File: src/rtl/bsg_mem_1rw_sync_mask_write_bit_initiator.sv
// Requester-side controller for a synchronous 1-port bit-masked-write RAM with a 3-entry response buffer.
// Optional macro BSG_MEM_INITIATOR_CLEAR_EN: zero every RAM word during INIT after reset.
module bsg_mem_1rw_sync_mask_write_bit_initiator #(
  parameter int unsigned width_p       = 1,
  parameter int unsigned els_p         = 1,
  parameter int unsigned addr_width_lp = (els_p > 1) ? $clog2(els_p) : 1
) (
  input  logic                     clk_i,
  input  logic                     reset_i,
  input  logic                     v_i,
  input  logic                     w_i,
  input  logic [addr_width_lp-1:0] addr_i,
  input  logic [width_p-1:0]       data_i,
  input  logic [width_p-1:0]       w_mask_i,
  output logic                     ready_o,
  output logic                     v_o,
  output logic [width_p-1:0]       data_o,
  input  logic                     yumi_i,
  output logic                     init_done_o,
  output logic                     mem_v_o,
  output logic                     mem_w_o,
  output logic [addr_width_lp-1:0] mem_addr_o,
  output logic [width_p-1:0]       mem_data_o,
  output logic [width_p-1:0]       mem_w_mask_o,
  input  logic [width_p-1:0]       mem_data_i
);

  typedef enum logic {INIT, READY} state_e;

  state_e state, state_next;
  logic   inflight_r;
  logic   push, pop;

  logic [width_p-1:0] fifo_mem [3];
  logic [1:0]         rd_ptr, wr_ptr, occ;

`ifdef BSG_MEM_INITIATOR_CLEAR_EN
  logic [addr_width_lp-1:0] clr_addr;
  logic                     clr_last;
  assign clr_last = (clr_addr == addr_width_lp'(els_p - 1));
`endif

  function automatic logic [1:0] ptr_inc(input logic [1:0] p);
    return (p == 2'd2) ? 2'd0 : p + 2'd1;
  endfunction

  always_ff @(posedge clk_i or posedge reset_i) begin
    if (reset_i) state <= INIT;
    else         state <= state_next;
  end

  always_comb begin
    state_next = state;
    unique case (state)
`ifdef BSG_MEM_INITIATOR_CLEAR_EN
      INIT:    if (clr_last) state_next = READY;
`else
      INIT:    state_next = READY;
`endif
      READY:   state_next = READY;
      default: state_next = INIT;
    endcase
  end

`ifdef BSG_MEM_INITIATOR_CLEAR_EN
  always_ff @(posedge clk_i or posedge reset_i) begin
    if (reset_i)                        clr_addr <= '0;
    else if (state == INIT && !clr_last) clr_addr <= clr_addr + 1'b1;
  end
`endif

  assign init_done_o = (state == READY);
  // Occupancy plus the read whose data arrives this cycle bounds the buffer.
  assign ready_o = (state == READY) && (({1'b0, occ} + {2'b00, inflight_r}) < 3'd3);

  always_comb begin
    mem_v_o      = v_i & ready_o;
    mem_w_o      = v_i & ready_o & w_i;
    mem_addr_o   = addr_i;
    mem_data_o   = data_i;
    mem_w_mask_o = w_mask_i;
`ifdef BSG_MEM_INITIATOR_CLEAR_EN
    // Gated by reset so the sweep never drives the RAM while reset is held.
    if (state == INIT && !reset_i) begin
      mem_v_o      = 1'b1;
      mem_w_o      = 1'b1;
      mem_addr_o   = clr_addr;
      mem_data_o   = '0;
      mem_w_mask_o = '1;
    end
`endif
  end

  always_ff @(posedge clk_i or posedge reset_i) begin
    if (reset_i) inflight_r <= 1'b0;
    else         inflight_r <= v_i & ready_o & ~w_i;
  end

  assign push   = inflight_r;
  assign pop    = yumi_i & v_o;
  assign v_o    = (occ != 2'd0);
  assign data_o = fifo_mem[rd_ptr];

  always_ff @(posedge clk_i) begin
    if (push) fifo_mem[wr_ptr] <= mem_data_i;
  end

  always_ff @(posedge clk_i or posedge reset_i) begin
    if (reset_i) begin
      rd_ptr <= '0;
      wr_ptr <= '0;
      occ    <= '0;
    end else begin
      if (push) wr_ptr <= ptr_inc(wr_ptr);
      if (pop)  rd_ptr <= ptr_inc(rd_ptr);
      unique case ({push, pop})
        2'b10:   occ <= occ + 2'd1;
        2'b01:   occ <= occ - 2'd1;
        default: occ <= occ;
      endcase
    end
  end

  yumi_needs_valid: assert property (@(posedge clk_i) disable iff (reset_i) yumi_i |-> v_o);

endmodule
File: config.mk
export PLATFORM = sky130hd
export DESIGN_NAME = bsg_mem_1rw_sync_mask_write_bit_initiator
export DESIGN_NICKNAME = d
export VERILOG_FILES = /design/src/rtl/bsg_mem_1rw_sync_mask_write_bit_initiator.sv
export SDC_FILE = /design/constraint.sdc
export NUM_CORES = 1
export LEC_CHECK = 0
export ABC_CLOCK_PERIOD_IN_PS = 2100
export CAP_MARGIN = 20
export CORE_AREA = 2 2 39 41
export DETAILED_ROUTE_END_ITERATION = 6
export DIE_AREA = 0 0 41 43
export PLACE_DENSITY = 0.72
export SKIP_CTS_REPAIR_TIMING = 1
export SLEW_MARGIN = 10
export SYNTH_ARGS = -nofsm -noshare
export SYNTH_HDL_FRONTEND = slang
export SYNTH_SLANG_ARGS = --single-unit
File: constraint.sdc
create_clock -name clk_i -period 2.1 [get_ports clk_i]
set_clock_uncertainty 0.05 [all_clocks]
set_input_delay 0.21 -clock clk_i [delete_from_list [all_inputs] [get_ports clk_i]]
set_output_delay 0.21 -clock clk_i [all_outputs]
set_load 0.02 [all_outputs]
# [Word level (Yosys, flattened, before mapping)]
# Memory sizes are Yosys's and may differ from the RTL's.
# Cells that the tools add are included.
# Widths: inputs -> output; s select.
[word_totals] out_inout_bits=9 wordCells=29 n_memories=1 regBits=8 mem_bits_rw=3
[memory_table] memory="fifo_mem" words=3 width=1 read_ports=1 rd_ports_with_merged_regs=0 write_ports=1 line_no="34" text="logic [width_p-1:0] fifo_mem [3];"
[classes] n_addsub=5 n_eq_ne=4 n_reduce_logical=3 mux=5 n_bitwise=5 magnitude_cmp=1
[ops] cell="$add 2x1->2 const B" count=3
[ops] cell="$eq 2x2->1 const B" count=3
[ops] cell="$and 1x1->1" count=4
[ops] cell="$mux 2" count=2
[ops] cell="$pmux 2 s2" count=1
[ops] cell="$reduce_bool 2->1" count=2
[ops] cell="$add 2x1->3" count=1
[ops] cell="$lt 3x2->1 const B" count=1
[ops] cell="$eq 2x1->1 const B" count=1
[ops] cell="$mux 1" count=2
[ops] cell="$sub 2x1->2 const B" count=1
[ops] cell="$logic_and 1x1->1" count=1
[ops] cell="$not 1->1" count=1

# [Logic depth before layout (Yosys ltp)]
[logic_depth] word_depth=5 ltp_mapped=6 mapped_depth_nobuf=6

# [Least setup slack after synthesis]
# OpenSTA, ideal clock, no wires.
[synth_path] kind="flip-flop to output port" start="reg occ[0]" end="out mem_w_o" arrival_ns=1.744 n_path_buf=0 stages_incl_launch_ff=5 slack_ns=0.096 cell_sequence="dfrtp_1 -> ha_1 -> ha_1 -> a2111oi_4 -> and2_1"
[synth_via] elab_chain_cells=5
[synth_rtl] element="from (decl)" line_no="35" text="logic [1:0] rd_ptr, wr_ptr, occ;"
[synth_rtl] element="from (signal assigned)" line_no="117" text="2'b10: occ <= occ + 2'd1;"
[synth_rtl] element="from (signal assigned)" line_no="118" text="2'b01: occ <= occ - 2'd1;"
[synth_rtl] element="$add 2x1->3" line_no="74" text="assign ready_o = (state == READY) && (({1'b0, occ} + {2'b00, inflight_r}) < 3'd3);"
[synth_rtl] element="$lt 3x2->1" line_no="74"
[synth_rtl] element="$logic_and 1x1->1" line_no="74"
[synth_rtl] element="$and 1x1->1"
[synth_rtl] element="net mem_v_o" line_no="20" text="output logic mem_v_o,"
[synth_rtl] element="$and 1x1->1" line_no="78" text="mem_w_o = v_i & ready_o & w_i;"
[synth_rtl] element="to (decl)" line_no="21" text="output logic mem_w_o,"
# The timed path passes the listed nets, and every way through them passes these cells.

# [Final worst setup path]
[layout_path] start="reg inflight_r" end="out mem_w_o"
[layout_via] elab_chain_cells=5
[layout_rtl] element="from (decl)" line_no="31" text="logic inflight_r;"
[layout_rtl] element="from (signal assigned)" line_no="96" text="else inflight_r <= v_i & ready_o & ~w_i;"
[layout_rtl] element="$add 2x1->3" line_no="74"
[layout_rtl] element="$lt 3x2->1" line_no="74"
[layout_rtl] element="$logic_and 1x1->1" line_no="74"
[layout_rtl] element="$and 1x1->1 (2 in a row)" line_no="78"
# No other way between the ends.

==> results.yml <==
routing:
  routedWlPerCell_um: 10.82
  first_pass_iters: 2
  drt-initial-drc-count: 3
  ant_nets: 0
  vias: 367
  vias_per_cell: 4.646
  drt_drc_violations_left: 0
  wl_um: 855
worst_setup_path:
  critPathRequiredTime_ps: 1840
  r2r-start: "occ[1]"
  crit_family: "adder cells"
  critPathMaxFanout: 3
  crit_cells: 5
  criticalPathCategory: "reg -> out"
  regToRegEndpoint: "occ[1]"
  slowest_delay_ps: 380
  reg2reg_depth: 6
  startpoint_type: "flip-flop"
  worst-path-buf-inv: 1
  reg2reg_slack_ps: 450
  cp_slowest_cell: "dfrtp_1"
  crit_arrival_ps: 1740
  cp-end-kind: "output port"
  crit_end: "mem_w_o"
  timing.critical_path.cells: "ha_1 > ha_4 > a2111oi_4 > and2_1 > buf_4"
  cp-startpoint: "inflight_r"
yosys:
  synth_top_family_by_area: "compound AO/OA/AOI/OAI gates"
  syn_inst: 48
  synth_cell_types: 20
  synth_nets: 60
  async_flop_share_pct: 72.73
  synth_area_leader_cell: "dfrtp_1"
  synth_edf_count: 3
  synth_flop_cell: "dfrtp_1"
  synth_area_um2: 541.8
  synth_compound_area_share_pct: 13.39
  synth.mux.area_fraction_pct: 1.848
  yosys-top-cells-count: "dfrtp_1 (8), inv_1 (5), nand2_1 (5)"
  synth_xor_area_share_pct: 4.850
  synth-seq-area-share_pct: 53.58
  yosysWarnings: 0
  syn_avg_cell_area_um2: 11.29
  synth_area_leaders: "dfrtp_1 (37%), edfxtp_1 (17%), ha_1 (6.9%), a2111oi_4 (5.1%), a21o_1 (4.2%)"
  synth.most_common_cell: "dfrtp_1"
  synth_adder_area_share_pct: 6.928
  yosysTopAreaCellShare_pct: 36.95
  yosys.area_share.simple_pct: 11.09
  ys_ff_latch: 11
clock_network:
  clock_sinks: 11
  htreeDepth: 1
  cts_tree: "done"
  ctsRootBufferMaster: "clkbuf_4"
  clk_pin_slew_worst_paths_ps: 70
  clock_tree.buffer_depth: 2
  clock_latency_ps: 270
  numCtsBuffers: 3
final_layout:
  instances_no_fill: 79
  area_growth_pct: 30.72
  drive_gt1_share_pct: 17.46
  antennaDiodeCount: 0
  final_nets: 76
  final_util_pct: 51.18
  fillerInstances: 128
placement:
  dp.cells: 75
  dp_slack_ps: -191.0
  io_buffers: 11
  dp_hpwl_um: 679.1
  gp_congestion: 0.7271
sta:
  setup_viol: 0
  hold_slack_ps: 128.5
  fmax_mhz: 499.8
  hold_violations: 0
  rsz0062_at_grt: "no"
  period_share_pct: 95.28
  worst_slack_ps: 99.19
  slew_violations: 0
  fin_crit_ps: 2001
floorplan:
  die_h_um: 43
  io_pins: 18
  dieArea_um2: 1763
  row_count: 14
  initial_core_util_pct: 39.15
  core_area_um2: 1384
  die_w_um: 41
power:
  peakVddDrop_uv: 610.8
  leakagePower_uw: 0.0003389
  p_per_area_nw_per_um2: 1252
worst_hold_path:
  hp-class: "in -> async"
global_routing:
  grt_usage_pct: 10.71
  grt_pass1_vias: 331
  grt_max_degree: 9
  antenna_found_initial: 0
  grt_pass1_wl_um: 1228
  grt_overflow: 0
flow_run:
  drv_cap: 0
outcome:
  status: "completed"
==> metal layers <==
layer  vias up  track usage, %  share of wire, %
met2        11           16.56                51
met4         0           8.000               1.5
li1        187               -                 -
met3         2           3.141               5.7
met5         -               0                 0
met1       167           11.53                42
==> final cells by class <==
class | instances | area, um2 | area share [%]
Clock buffer | 4 | 26.28 | 3.710
Inverter | 5 | 18.77 | 2.650
Multi-Input combinational cell | 29 | 222.7 | 31.45
Sequential cell | 11 | 290.3 | 40.99
Tap cell | 16 | 20.02 | 2.827
Timing Repair Buffer | 14 | 130.1 | 18.37
==> registers in the layout, summed over array words and instances (netlist names) <==
register	count
fifo_mem	3
inflight_r	1
init_done_o	1
occ	2
rd_ptr	2
wr_ptr	2
==> report_power, final <==
group          switching (uW)  total [uW]  leakage, uW  internal [uW]
sequential               62.1         349     0.000126            287
clock                    72.1         146    0.0000150           73.6
combinational             180         392     0.000198            212
total                     314         887     0.000339            573
==> kinds of logic (layout without fill, tap and decap cells) <==
kind of cell / after synthesis / count (layout)
AND/OR/NAND/NOR: 13 / 13
buffers and inverters: 8 / 23
AO/OA/AOI/OAI: 8 / 8
adder cells (fa/ha/maj): 3 / 3
other: 1 / 1
XOR/XNOR: 3 / 3
flip-flops: 11 / 11
multiplexers: 1 / 1
==> worst min-delay path by stage <==
stage	startpoint	end	slack (ps)	cells past startpoint
after floorplan	reset_i	inflight_r	-20	1
after global placement	addr_i	mem_addr_o	370	0
after detailed placement	addr_i	mem_addr_o	370	0
after CTS	reset_i	rd_ptr[1]	140	2
after global routing	reset_i	rd_ptr[1]	180	2
final	reset_i	rd_ptr[1]	130	2
==> worst reg2reg max path, stage by stage (launching register included) <==
cell and delay [ps]:
dfrtp_1 410, buf_4 160, o21ai_1 250, inv_1 100
ha_1 310, nor2_1 130, xor2_1 160
==> through the flow <==
| stage | instance area [um2] | power, uW | TNS (ps) |
|---|---|---|---|
| final | 708.2 | 886.7 | 0 |
| after global routing | 708.2 | 937.0 | 0 |
| after CTS | 698.2 | 882.6 | -1124 |
| after detailed placement | 671.9 | 736.6 | -282.8 |
| after global placement | 671.9 | 723.1 | -221.2 |
| after floorplan | 541.8 | 593.0 | 0 |
==> layout by cell type, fill, tap and decap left out, drive strengths merged, types with 2 or more instances in the layout <==
cell / Yosys / final
nor3: 2 / 2
nor2: 3 / 3
dfrtp: 8 / 8
clkdlybuf4s50: 0 / 8
clkbuf: 0 / 4
edfxtp: 3 / 3
xnor2: 2 / 2
o21ai: 3 / 3
buf: 3 / 5
nand2: 5 / 5
ha: 3 / 3
inv: 5 / 5
a21o: 3 / 3
No activity file was read; power rests on OpenSTA's default activity.
